[src/rtl/alu_pkg.sv]
// Shared encodings for the sequential ALU: FSM states, out_sel bit positions,
// in_sel operand-control codes and a one-hot test helper.
package alu_pkg;

  typedef enum logic [1:0] {
    OFF   = 2'b00,
    READY = 2'b01,
    BUSY  = 2'b10,
    DONE  = 2'b11
  } state_t;

  localparam int OP_ADD = 6;
  localparam int OP_SUB = 5;
  localparam int OP_MUL = 4;
  localparam int OP_AND = 3;
  localparam int OP_OR  = 2;
  localparam int OP_XOR = 1;
  localparam int OP_NOT = 0;

  localparam logic [2:0] SEL_HOLD  = 3'b100;
  localparam logic [2:0] SEL_LOAD  = 3'b010;
  localparam logic [2:0] SEL_CLEAR = 3'b001;
  localparam logic [2:0] SEL_ACCUM = 3'b110;

  function automatic logic is_onehot(input logic [6:0] v);
    return (v != 7'd0) && ((v & (v - 7'd1)) == 7'd0);
  endfunction

endpackage

[src/rtl/alu_mul_seq.sv]
// Shift-add unsigned multiplier: the first partial product is taken on start,
// the remaining WIDTH-1 on following cycles, so a product takes WIDTH cycles.
module alu_mul_seq
  import alu_pkg::*;
#(
  parameter int WIDTH = 8
) (
  input  logic               clk,
  input  logic               rst,
  input  logic               start,
  input  logic               abort,
  input  logic [WIDTH-1:0]   a,
  input  logic [WIDTH-1:0]   b,
  output logic [2*WIDTH-1:0] prod,
  output logic               busy
);

  localparam int CW = $clog2(WIDTH + 1);
  localparam logic [CW-1:0] LAST = CW'(WIDTH);

  logic [2*WIDTH-1:0] mcand;
  logic [WIDTH-1:0]   mplier;
  logic [CW-1:0]      cnt;

  // cnt counts partial products taken; reaching WIDTH means idle/complete
  always_ff @(posedge clk) begin
    if (rst) begin
      prod   <= '0;
      mcand  <= '0;
      mplier <= '0;
      cnt    <= LAST;
    end else if (start) begin
      prod   <= b[0] ? {{WIDTH{1'b0}}, a} : '0;
      mcand  <= {{(WIDTH-1){1'b0}}, a, 1'b0};
      mplier <= b >> 1;
      cnt    <= CW'(1);
    end else if (abort) begin
      cnt <= LAST;
    end else if (busy) begin
      if (mplier[0]) prod <= prod + mcand;
      mcand  <= mcand << 1;
      mplier <= mplier >> 1;
      cnt    <= cnt + CW'(1);
    end
  end

  assign busy = (cnt != LAST);

endmodule

[src/rtl/alu_seq_core.sv]
// Sequential ALU with registered operands, one-hot op select and done/err handshake.
// Define ALU_ACCUM_EN to make in_sel=110 load final1 from the previous result.
module alu_seq_core
  import alu_pkg::*;
#(
  parameter int WIDTH   = 8,
  parameter int NUM_OPS = 7
) (
  input  logic               clk,
  input  logic               rst,
  input  logic               on,
  input  logic [2:0]         in_sel,
  input  logic [WIDTH-1:0]   num1,
  input  logic [WIDTH-1:0]   num2,
  input  logic [NUM_OPS-1:0] out_sel,
  output logic [WIDTH-1:0]   final1,
  output logic [WIDTH-1:0]   final2,
  output logic [WIDTH-1:0]   out,
  output logic [WIDTH-1:0]   out_hi,
  output logic               carry,
  output logic               ovf,
  output logic               zero,
  output logic               done,
  output logic               err,
  output logic [1:0]         currState,
  output logic [1:0]         nextState
);

  if (NUM_OPS != 7 || WIDTH < 2) begin : g_param_check
    $error("alu_seq_core: NUM_OPS must be 7 and WIDTH at least 2");
  end

  state_t               state, next;
  logic [NUM_OPS-1:0]   op;
  logic [WIDTH-1:0]     op_a, op_b;
  logic                 sel_ok, issue, mul_busy;
  logic [2*WIDTH-1:0]   prod;
  logic [WIDTH:0]       sum, diff;
  logic [WIDTH-1:0]     res;
  logic                 res_c, res_v;

  assign sel_ok = is_onehot(out_sel);
  assign issue  = (state == READY) && on && sel_ok;

  alu_mul_seq #(.WIDTH(WIDTH)) u_mul (
    .clk   (clk),
    .rst   (rst),
    .start (issue && out_sel[OP_MUL]),
    .abort (~on),
    .a     (final1),
    .b     (final2),
    .prod  (prod),
    .busy  (mul_busy)
  );

  always_comb begin
    next = state;
    case (state)
      OFF:   if (on) next = READY;
      READY: if (!on) next = OFF; else if (sel_ok) next = BUSY;
      BUSY:  if (!on) next = OFF; else if (!op[OP_MUL] || !mul_busy) next = DONE;
      DONE:  next = on ? READY : OFF;
    endcase
  end

  // Single-cycle ops work on the operand snapshot taken at issue
  assign sum  = {1'b0, op_a} + {1'b0, op_b};
  assign diff = {1'b0, op_a} - {1'b0, op_b};

  always_comb begin
    res   = '0;
    res_c = 1'b0;
    res_v = 1'b0;
    if (op[OP_ADD]) begin
      res   = sum[WIDTH-1:0];
      res_c = sum[WIDTH];
      res_v = (op_a[WIDTH-1] == op_b[WIDTH-1]) && (sum[WIDTH-1] != op_a[WIDTH-1]);
    end else if (op[OP_SUB]) begin
      res   = diff[WIDTH-1:0];
      res_c = diff[WIDTH];
      res_v = (op_a[WIDTH-1] != op_b[WIDTH-1]) && (diff[WIDTH-1] != op_a[WIDTH-1]);
    end else if (op[OP_AND]) begin
      res = op_a & op_b;
    end else if (op[OP_OR]) begin
      res = op_a | op_b;
    end else if (op[OP_XOR]) begin
      res = op_a ^ op_b;
    end else if (op[OP_NOT]) begin
      res = ~op_a;
    end
  end

  always_ff @(posedge clk) begin
    if (rst) begin
      state  <= OFF;
      op     <= '0;
      op_a   <= '0;
      op_b   <= '0;
      final1 <= '0;
      final2 <= '0;
      out    <= '0;
      out_hi <= '0;
      carry  <= 1'b0;
      ovf    <= 1'b0;
      zero   <= 1'b0;
      done   <= 1'b0;
      err    <= 1'b0;
    end else begin
      state <= next;
      done  <= 1'b0;
      err   <= (state == READY) && on && !sel_ok;
      if (issue) begin
        op   <= out_sel;
        op_a <= final1;
        op_b <= final2;
      end
      // Operands are frozen while a computation is in flight
      if (state != BUSY) begin
        case (in_sel)
          SEL_HOLD: ;
          SEL_LOAD: begin
            final1 <= num1;
            final2 <= num2;
          end
          SEL_CLEAR: begin
            final1 <= '0;
            final2 <= '0;
          end
`ifdef ALU_ACCUM_EN
          SEL_ACCUM: begin
            final1 <= out;
            final2 <= num2;
          end
`else
          SEL_ACCUM: ;
`endif
          default: ;
        endcase
      end
      if (state == BUSY && next == DONE) begin
        done <= 1'b1;
        if (op[OP_MUL]) begin
          out    <= prod[WIDTH-1:0];
          out_hi <= prod[2*WIDTH-1:WIDTH];
          carry  <= 1'b0;
          ovf    <= 1'b0;
          zero   <= (prod == '0);
        end else begin
          out    <= res;
          out_hi <= '0;
          carry  <= res_c;
          ovf    <= res_v;
          zero   <= (res == '0);
        end
      end
    end
  end

  assign currState = state;
  assign nextState = next;

endmodule

[config.mk]
export PLATFORM = sky130hd
export DESIGN_NAME = alu_seq_core
export DESIGN_NICKNAME = d
export VERILOG_FILES = /design/src/rtl/alu_pkg.sv /design/src/rtl/alu_mul_seq.sv /design/src/rtl/alu_seq_core.sv
export SDC_FILE = /design/constraint.sdc
export NUM_CORES = 1
export LEC_CHECK = 0
export ABC_AREA = 0
export CELL_PAD_IN_SITES_DETAIL_PLACEMENT = 0
export CELL_PAD_IN_SITES_GLOBAL_PLACEMENT = 1
export CORE_ASPECT_RATIO = 0.5
export CORE_MARGIN = 3
export CORE_UTILIZATION = 35
export DETAILED_ROUTE_END_ITERATION = 7
export PLACE_DENSITY = 0.68
export SLEW_MARGIN = 20
export SYNTH_ARGS = -nofsm -noshare
export SYNTH_HDL_FRONTEND = slang
export SYNTH_SLANG_ARGS = --single-unit
[constraint.sdc]
create_clock -name clk -period 3.6 [get_ports clk]
set_input_delay 0.54 -clock clk [delete_from_list [all_inputs] [get_ports clk]]
set_output_delay 0.54 -clock clk [all_outputs]
set_load 0.01 [all_outputs]
=== Yosys cells after proc, flatten, opt, wreduce, memory -nomap -nowiden ===
Index checks and enable logic that the tools add are counted.

* Bits of input ports: 29
* Output and inout port bits: 41
* Flip-flop bits (word level): 104
* Logic and storage cells: 109

* Bitwise operators: 6
* Add/sub/neg operators: 5
* Eq/ne operators: 13
* Multiplexer cells: 39
* Reduce and logical (&&, ||, !) cells: 27

{| class="wikitable"
|+ Operator list
! kind !! count
|-
| $mux 8 || 9
|-
| $mux 16 || 4
|-
| $pmux 8 s2 || 2
|-
| $mux 9 || 3
|-
| $mux 7 || 3
|-
| $add 16x16->16 || 1
|-
| $logic_not 16->1 || 1
|-
| $mux 4 || 3
|-
| $mux 2 || 5
|-
| $add 8x8->9 || 1
|-
| $mux 1 || 9
|-
| $sub 8x8->9 || 1
|-
| $and 8x8->8 || 1
|-
| $logic_and 1x1->1 || 8
|-
| $logic_not 8->1 || 1
|-
| $not 8->8 || 1
|-
| $or 8x8->8 || 1
|-
| $pmux 2 s4 || 1
|-
| $reduce_bool 2->1 || 4
|-
| $xor 8x8->8 || 1
|-
| $and 7x7->7 || 1
|-
| $logic_not 7->1 || 1
|-
| $reduce_bool 7->1 || 1
|-
| $sub 7x1->7 const B || 1
|-
| 18 further kinds || 26
|}

=== Depth between registers and ports, before layout ===
Gate-level depths: netlist of run 1.

* Depth after elaboration: 10
* Depth in mapped cells: 11

=== Modules after synthesis ===
From an unflattened synthesis of run 1, not the netlist that was laid out.

* Cell total of the unflattened synthesis: 757
* Area, all modules: 6052.1 um^2

{| class="wikitable"
|+ Modules (own cells, without submodules)
! module !! cells an instance !! times used !! area each (um^2)
|-
| alu_seq_core || 452 || 1 || 3676.0
|-
| alu_mul_seq || 305 || 1 || 2376.0
|}

=== Least setup slack after synthesis of run 1 ===
OpenSTA, ideal clock, no wires.

* Kind: input port to output port
* From: input out_sel[2]
* To: output nextState[1]
* Cell stages on the path: 6
* Slack: 0.691 ns
* Required time: 3.060 ns
* Buffers on the path: 0
* Data arrival time: 2.369 ns
* Cell sequence: inv_1 > or4_1 > a311o_1 > and3b_4 > or4b_1 > a21oi_2

* Cells in the longest elaborated chain, start to end: 7
* Elaborated cells on any way between the ends: 8
* Classes of those cells: add/sub: 1; mux: 3; bitwise: 1; reduce/logical: 3

{| class="wikitable"
|+ RTL lines
! item !! RTL line !! RTL
|-
| start, declared || alu_seq_core.sv:15 || <nowiki>input logic [NUM_OPS-1:0] out_sel,</nowiki>
|-
| $sub 7x1->7 || alu_pkg.sv:26 || <nowiki>return (v != 7'd0) && ((v & (v - 7'd1)) == 7'd0);</nowiki>
|-
| $and 7x7->7 || alu_pkg.sv:26 ||
|-
| $logic_not 7->1 || alu_pkg.sv:26 ||
|-
| $logic_and 1x1->1 (*) || alu_pkg.sv:26 ||
|-
| $mux 2 (*) (2 in a row) || alu_seq_core.sv:60 || <nowiki>READY: if (!on) next = OFF; else if (sel_ok) next = BUSY;</nowiki>
|-
| $pmux 2 s4 (*) || alu_seq_core.sv:58 || <nowiki>case (state)</nowiki>
|-
| end, declared || alu_seq_core.sv:26 || <nowiki>output logic [1:0] nextState</nowiki>
|}

Mark *: on every way between the ends. The rest lies on a longest branch, timed or not.

=== Worst setup path after layout of run 1 ===
* From: input out_sel[3]
* To: output nextState[1]

The elaborated chain is that of the path after synthesis.

==> impl_metrics.toml, run 1 <==
[grt]
grt_max_degree = 55
antenna_found_initial = 0
grt_usage_pct = 19.3
grt_pass1_wl_mm = 29.1
grt_pass1_vias = 5177
grt_overflow = 0

[timing]
clock.fmax_mhz = 292
setup_violations = 0
fin_crit_sh_pct = 95.0
fin_crit_ns = 3.42
tightestPinTransition_ns = 0.994
whs_ns = 0.452
finClkSkew_ns = 0.0109
rsz0062_at_grt = "false"
hold_viol = 0
slew-limit-headroom_pct = 33.6
fin_ws_ns = 0.179
slew_viol_final = 0

[cts]
cts_root_buffer = "clkbuf_16"
htree_levels = 3
clock_sinks = 104
clockBufferDepth = 2
cts_tree = "built"
clk_latency_ns = 0.36
post_cts_buffers = 0
cts_buffers = 9
clk_pin_slew_ns = 0.08
cts_hold_buf = 0

[synth]
syn_nets = 843
synthFlopType = "dfxtp_1"
synth_cells = 771
synth_area_leaders = "dfxtp_1 34%, ha_1 8.3%, nand2_1 7.2%, a21oi_1 6.4%, mux2i_1 4.0%"
yosys.area.top_type = "dfxtp_1"
synth_cell_types = 64
yosysSeqAreaShare_pct = 34.4
avgSynthCellArea_sq_um = 7.86
syn_area_sq_mm = 0.00606
async_flop_share_pct = 0
synth_warnings = 0
yosysTopAreaCellShare_pct = 34.4
ys_ff_latch = 104
synthTopCellsByCount = "117 x nand2_1, 104 x dfxtp_1, 77 x a21oi_1, 61 x nor2_1, 42 x clkbuf_1"
yosysMostFrequentCell = "nand2_1"
synth_edf_count = 0

[critical_path]
startpoint_type = "input pin"
critical_path_class = "in -> out"
cp_slowest_cell = "or4b_4"
worst_ep_arrival_time_ns = 2.88
path_cells = "clkdlybuf4s50_1 -> or4_1 -> a311o_1 -> and3b_4 -> or4b_4 -> a21oi_2 -> buf_2"
end_kind = "output pin"
worstPathRequired_ns = 3.06
crit_fanout = 2
max_stage_delay_ns = 0.52

[route]
num_vias = 5566
avgRoutedWirePerCell_um = 17.3
wl_mm = 18.3
antenna_left = 0
via_per_inst = 5.29
drc = 0
drt_iter0_drc = 381
firstDrtPassIters = 5

[run]
max-cap-violations = 0

[floorplanning]
die_area_sq_mm = 0.0190
std_cell_rows = 33
ios = 70
core-area_sq_mm = 0.0167
start_util_pct = 36.3
die_w_um = 192
die_y_um = 99.0

[cells_and_area]
stdcell_area_sq_mm = 0.00730
fill_cells = 1724
diodes = 0
drive_gt1_share_pct = 5.81
syn_to_final_growth_pct = 20.4
finalNetCount = 893

[pwr]
cellPowerDensity_mw_per_mm2 = 335
p_leak_nw = 2.80
ir_drop_v = 0.000222

[placement]
place.gp.congestion = 0.812
dp_hpwl_mm = 13.3
post_dp_cell_area_sq_mm = 0.00697
numPortBuffers = 69
pre_cts_ws_ns = -0.362

[worst_hold_path]
worstHoldPathType = "reg -> reg"

[run_status]
outcome = "completed"
-- routing by layer --
| metal | track usage [%] | wire [um] | vias to the layer above |
|---|---|---|---|
| li1 | - | - | 2812 |
| met1 | 29.0 | 9630 | 2677 |
| met2 | 29.2 | 7960 | 61 |
| met3 | 3.52 | 523 | 16 |
| met4 | 3.02 | 142 | 0 |
| met5 | 0 | 0 | - |
-- placed cells by master (no fill, tap or decap), drive strengths merged, types with 4 or more instances in the layout --
master,n
a211oi,18
a21o,8
a21oi,78
a221oi,6
a22oi,6
a311oi,11
and2,5
and3,4
buf,20
clkbuf,12
clkdlybuf4s50,65
dfxtp,104
ha,40
inv,42
mux2i,24
nand2,117
nand2b,8
nand3,40
nor2,61
nor2b,4
nor3,5
nor3b,6
nor4,9
o211ai,8
o21a,5
o21ai,41
o21bai,5
o31ai,4
or3,5
xnor2,11
xor2,7
-- state kept, by name (all words and copies together) (netlist names), 2 cells and up --
name          cells
out               8
op                7
u_mul.mcand      15
final1            8
u_mul.mplier      7
final2            8
out_hi            8
u_mul.cnt         4
op_b              8
u_mul.prod       16
op_a              8
currState         2
-- critical path: cells and delay by family --
family          cells  cell delay, ns
compound gates      2            0.55
buf+inv             2            0.55
simple gates        3            1.23
-- final cells by class --
type | instances | area, sq um | area share [%]
clock buffer | 11 | 233 | 3.19
clock inverter | 5 | 86.3 | 1.18
inverter | 41 | 154 | 2.11
multi-input combinational | 578 | 3640 | 49.9
sequential | 104 | 2080 | 28.5
tap | 227 | 284 | 3.89
timing repair buffer | 87 | 813 | 11.1
-- logic make-up after synthesis --
group	after synthesis	share of synthesized area (%)
compound gates	215	22.9
xor+xnor	18	2.60
fa+ha+maj	43	9.25
simple gates	278	21.2
mux	24	3.96
flops	104	34.4
buf+inv	89	5.74
-- per-stage QoR --
stage	utilization (%)	setup TNS [ns]	total power, W	cells
final	43.7	0	0.00244	1053
after global routing	43.7	0	0.00254	1053
after CTS	43.7	0	0.00248	1053
after detailed placement	41.8	-0.646	0.00139	1037
after global placement	41.8	-0.612	0.00139	1037
after floorplan	-	0	0.00129	771
-- report_power, final --
group          internal, W  switching, W  total (W)
registers          0.00116     0.0000260    0.00119
clock network     0.000617      0.000459    0.00108
logic            0.0000849     0.0000899   0.000175
total              0.00187      0.000575    0.00244
-- path summary, 6_finish.rpt --
path                                  from           end  slack [ns]  cells after the start
worst min-delay path                out[4]        out[4]        0.45                      2
worst max register to register     op_a[0]        out[6]        0.57                     11
worst max-delay path            out_sel[3]  nextState[1]        0.18                      7
worst min register to register      out[4]        out[4]        0.45                      2
-- timing repair --
action	4_1_cts	5_1_grt
gates resized for setup	4	6
endpoints found under the setup margin	2	2
hold endpoints to repair	0	0
pin swaps	1	2
(Power assumes the default switching activity.)
==> run 2: changes to the inputs <==
--- a/config.mk
+++ b/config.mk
@@ -6,6 +6,7 @@
 export NUM_CORES = 1
 export LEC_CHECK = 0
 export ABC_AREA = 0
+export CAP_MARGIN = 20
 export CELL_PAD_IN_SITES_DETAIL_PLACEMENT = 0
 export CELL_PAD_IN_SITES_GLOBAL_PLACEMENT = 1
 export CORE_ASPECT_RATIO = 0.5
==> results of run 2 <==
Same layout as run 1: the final DEF is identical, and so are final timing and power.
==> run 3: changes to the inputs <==
--- a/config.mk
+++ b/config.mk
@@ -17,4 +17,5 @@
 export SLEW_MARGIN = 20
 export SYNTH_ARGS = -nofsm -noshare
 export SYNTH_HDL_FRONTEND = slang
+export SYNTH_HIERARCHICAL = 1
 export SYNTH_SLANG_ARGS = --single-unit
==> run 3 against run 2 <==
Compared with the run above:
- synthesized cell count decreased by 1.8%
- worst hold slack improved by 0.0029 ns
- die area decreased by 0.12%
- register-to-register slack improved by 0.46 ns
- total power decreased by 7.1%
- largest cell class unchanged
==> impl_metrics.toml, run 3 <==
[run_status]
outcome = "completed"

[route]
via_per_inst = 5.27
num_vias = 5490
drt_iter0_drc = 366
wl_mm = 17.5
firstDrtPassIters = 5
antenna_left = 0
drc = 0
avgRoutedWirePerCell_um = 16.8

[timing]
whs_ns = 0.455
setup_violations = 0
fin_crit_sh_pct = 98.1
slew-limit-headroom_pct = 50.2
hold_viol = 0
clock.fmax_mhz = 283
slew_viol_final = 0
tightestPinTransition_ns = 0.748
fin_crit_ns = 3.53
finClkSkew_ns = 0.0131
fin_ws_ns = 0.0701
rsz0062_at_grt = "false"

[critical_path]
r2r-start = "op_a[2]"
worstPathRequired_ns = 3.06
worst_ep_arrival_time_ns = 2.99
end_kind = "output pin"
critical_path_class = "in -> out"
crit_fanout = 3
startpoint_type = "input pin"
startpoint = "out_sel[1]"

[pwr]
power.switching_w = 0.000542
switching_share_pct = 23.9
cellPowerDensity_mw_per_mm2 = 313
ir_drop_v = 0.000249
totalPowerFinal_w = 0.00227
seq_power_share_pct = 52.3
intPower_w = 0.00173
p_leak_nw = 2.83
p_comb_share_pct = 7.0
pwr-share-clk_pct = 40.8

[synth]
syn_area_sq_mm = 0.00605
yosysSeqAreaShare_pct = 34.4
synth_cell_types = 74
synth_area_leaders = "dfxtp_1 34%, a21oi_1 8.3%, ha_1 8.3%, nand2_1 6.1%, nor2_1 4.7%"
ys_ff_latch = 104
async_flop_share_pct = 0
synth_cells = 757
synthFlopType = "dfxtp_1"
synth_edf_count = 0
yosysMostFrequentCell = "dfxtp_1"
syn_nets = 829
synthTopCellsByCount = "104 x dfxtp_1, 100 x a21oi_1, 98 x nand2_1, 76 x nor2_1, 40 x ha_1"
avgSynthCellArea_sq_um = 7.99
synth_warnings = 6
yosys.area.top_type = "dfxtp_1"
yosysTopAreaCellShare_pct = 34.4

[placement]
place.gp.congestion = 0.855
dp_hpwl_mm = 13.3
numPortBuffers = 69
numPlacedInstances = 1027
pre_cts_ws_ns = -0.165

[grt]
grt_pass1_vias = 5090
antenna_found_initial = 0
grt_pass1_wl_mm = 27.6
grt_usage_pct = 18.4
grt_overflow = 0
grt_max_degree = 42

[cells_and_area]
drive_gt1_share_pct = 7.12
fill_cells = 1704
finalNetCount = 883
final_common_cell = "dfxtp_1"
largest_reg_flops = 16
diodes = 0
final_cell_mix = "104 x dfxtp_1, 100 x a21oi_1, 98 x nand2_1"
finish.utilization_pct = 43.5
largestRegisters = "u_mul/prod x16, u_mul/mcand x15"
top_register = "u_mul/prod"
syn_to_final_growth_pct = 19.7
instances_no_fill = 1042

[floorplanning]
start_util_pct = 36.4
core-area_sq_mm = 0.0166
die_w_um = 192
die_area_sq_mm = 0.0190
std_cell_rows = 33
ios = 70
die_y_um = 99.0

[worst_hold_path]
worstHoldStart = "out_hi[5]"
worstHoldPathType = "reg -> reg"

[cts]
post_cts_buffers = 0
ctsResizeCount = 3
clock_sinks = 104
cts_buffers = 9
cts_tree = "built"
cts_root_buffer = "clkbuf_16"
clk_pin_slew_ns = 0.07
clk_latency_ns = 0.36
clockBufferDepth = 2
htree_levels = 3
cts_hold_buf = 0

[run]
max-cap-violations = 0
==> run 3: cell types whose count changed after synthesis, sizes merged, moves of 6 or more <==
| cell | delta |
|---|---|
| a211oi | -8 |
| a21oi | +25 |
| a22oi | -6 |
| a311oi | -10 |
| a31oi | +9 |
| buf | +8 |
| clkbuf | -11 |
| nand2 | -18 |
| nor2 | +16 |
| nor3 | +9 |
| o21ai | -22 |
| xnor2 | +9 |
==> run 3: stage by stage <==
step | TNS (ns) | cell area, sq um
floorplan | 0 | 6050
global placement | -0.300 | 6970
detailed placement | -0.296 | 6970
CTS | 0 | 7250
global route | 0 | 7250
finish | 0 | 7250
==> run 3: final cells by class <==
| cell class | count | area, sq um | share of cell area, % |
|---|---|---|---|
| inverter | 35 | 131 | 1.81 |
| clock inverter | 2 | 16.3 | 0.224 |
| timing repair buffer | 87 | 818 | 11.3 |
| clock buffer | 13 | 250 | 3.45 |
| sequential | 104 | 2080 | 28.7 |
| tap | 227 | 284 | 3.92 |
| multi-input combinational | 574 | 3660 | 50.6 |
==> run 3: power groups by stage <==
stage / combinational, W / sequential, W / clock [W]
6_report: 0.000158 / 0.00118 / 0.000925
5_1_grt: 0.000171 / 0.00119 / 0.000987
4_1_cts: 0.000159 / 0.00119 / 0.000951
3_5_place_dp: 0.000157 / 0.00121 / 0
3_3_place_gp: 0.000157 / 0.00121 / 0
2_1_floorplan: 0.0000665 / 0.00120 / 0
==> run 3: worst max-delay path: stages <==
cell	delay (ns)
clkdlybuf4s50_1	0.43
or3_4	0.43
or3_4	0.35
maj3_2	0.35
a311oi_4	0.31
a31oi_1	0.10
and2_1	0.21
dlygate4sd2_1	0.28
==> run 3: path summary, 6_finish.rpt <==
check	endpoint	slack [ns]	depth (start not counted)
setup / recovery	nextState[0]	0.07	8
setup reg to reg	out[2]	1.03	7
hold / removal	out_hi[5]	0.46	2
hold reg to reg	out_hi[5]	0.46	2
==> run 3: routing by layer <==
metal / track usage [%] / wire, um
met5: 0 / 0
met4: 3.04 / 133
met3: 3.13 / 641
met2: 28.4 / 7620
met1: 27.3 / 9150
==> run 3: logic make-up (layout without fill, tap and decap cells) <==
group / Yosys count / count (layout) / share of synthesized area (%)
and+or+nand+nor: 277 / 277 / 21.1
AOI/OAI and AO/OA: 198 / 198 / 21.2
DFF: 104 / 104 / 34.4
buffers and inverters: 79 / 137 / 5.29
adders and majority gates: 45 / 45 / 9.61
xor gates and xnor gates: 28 / 28 / 4.05
muxes: 26 / 26 / 4.30
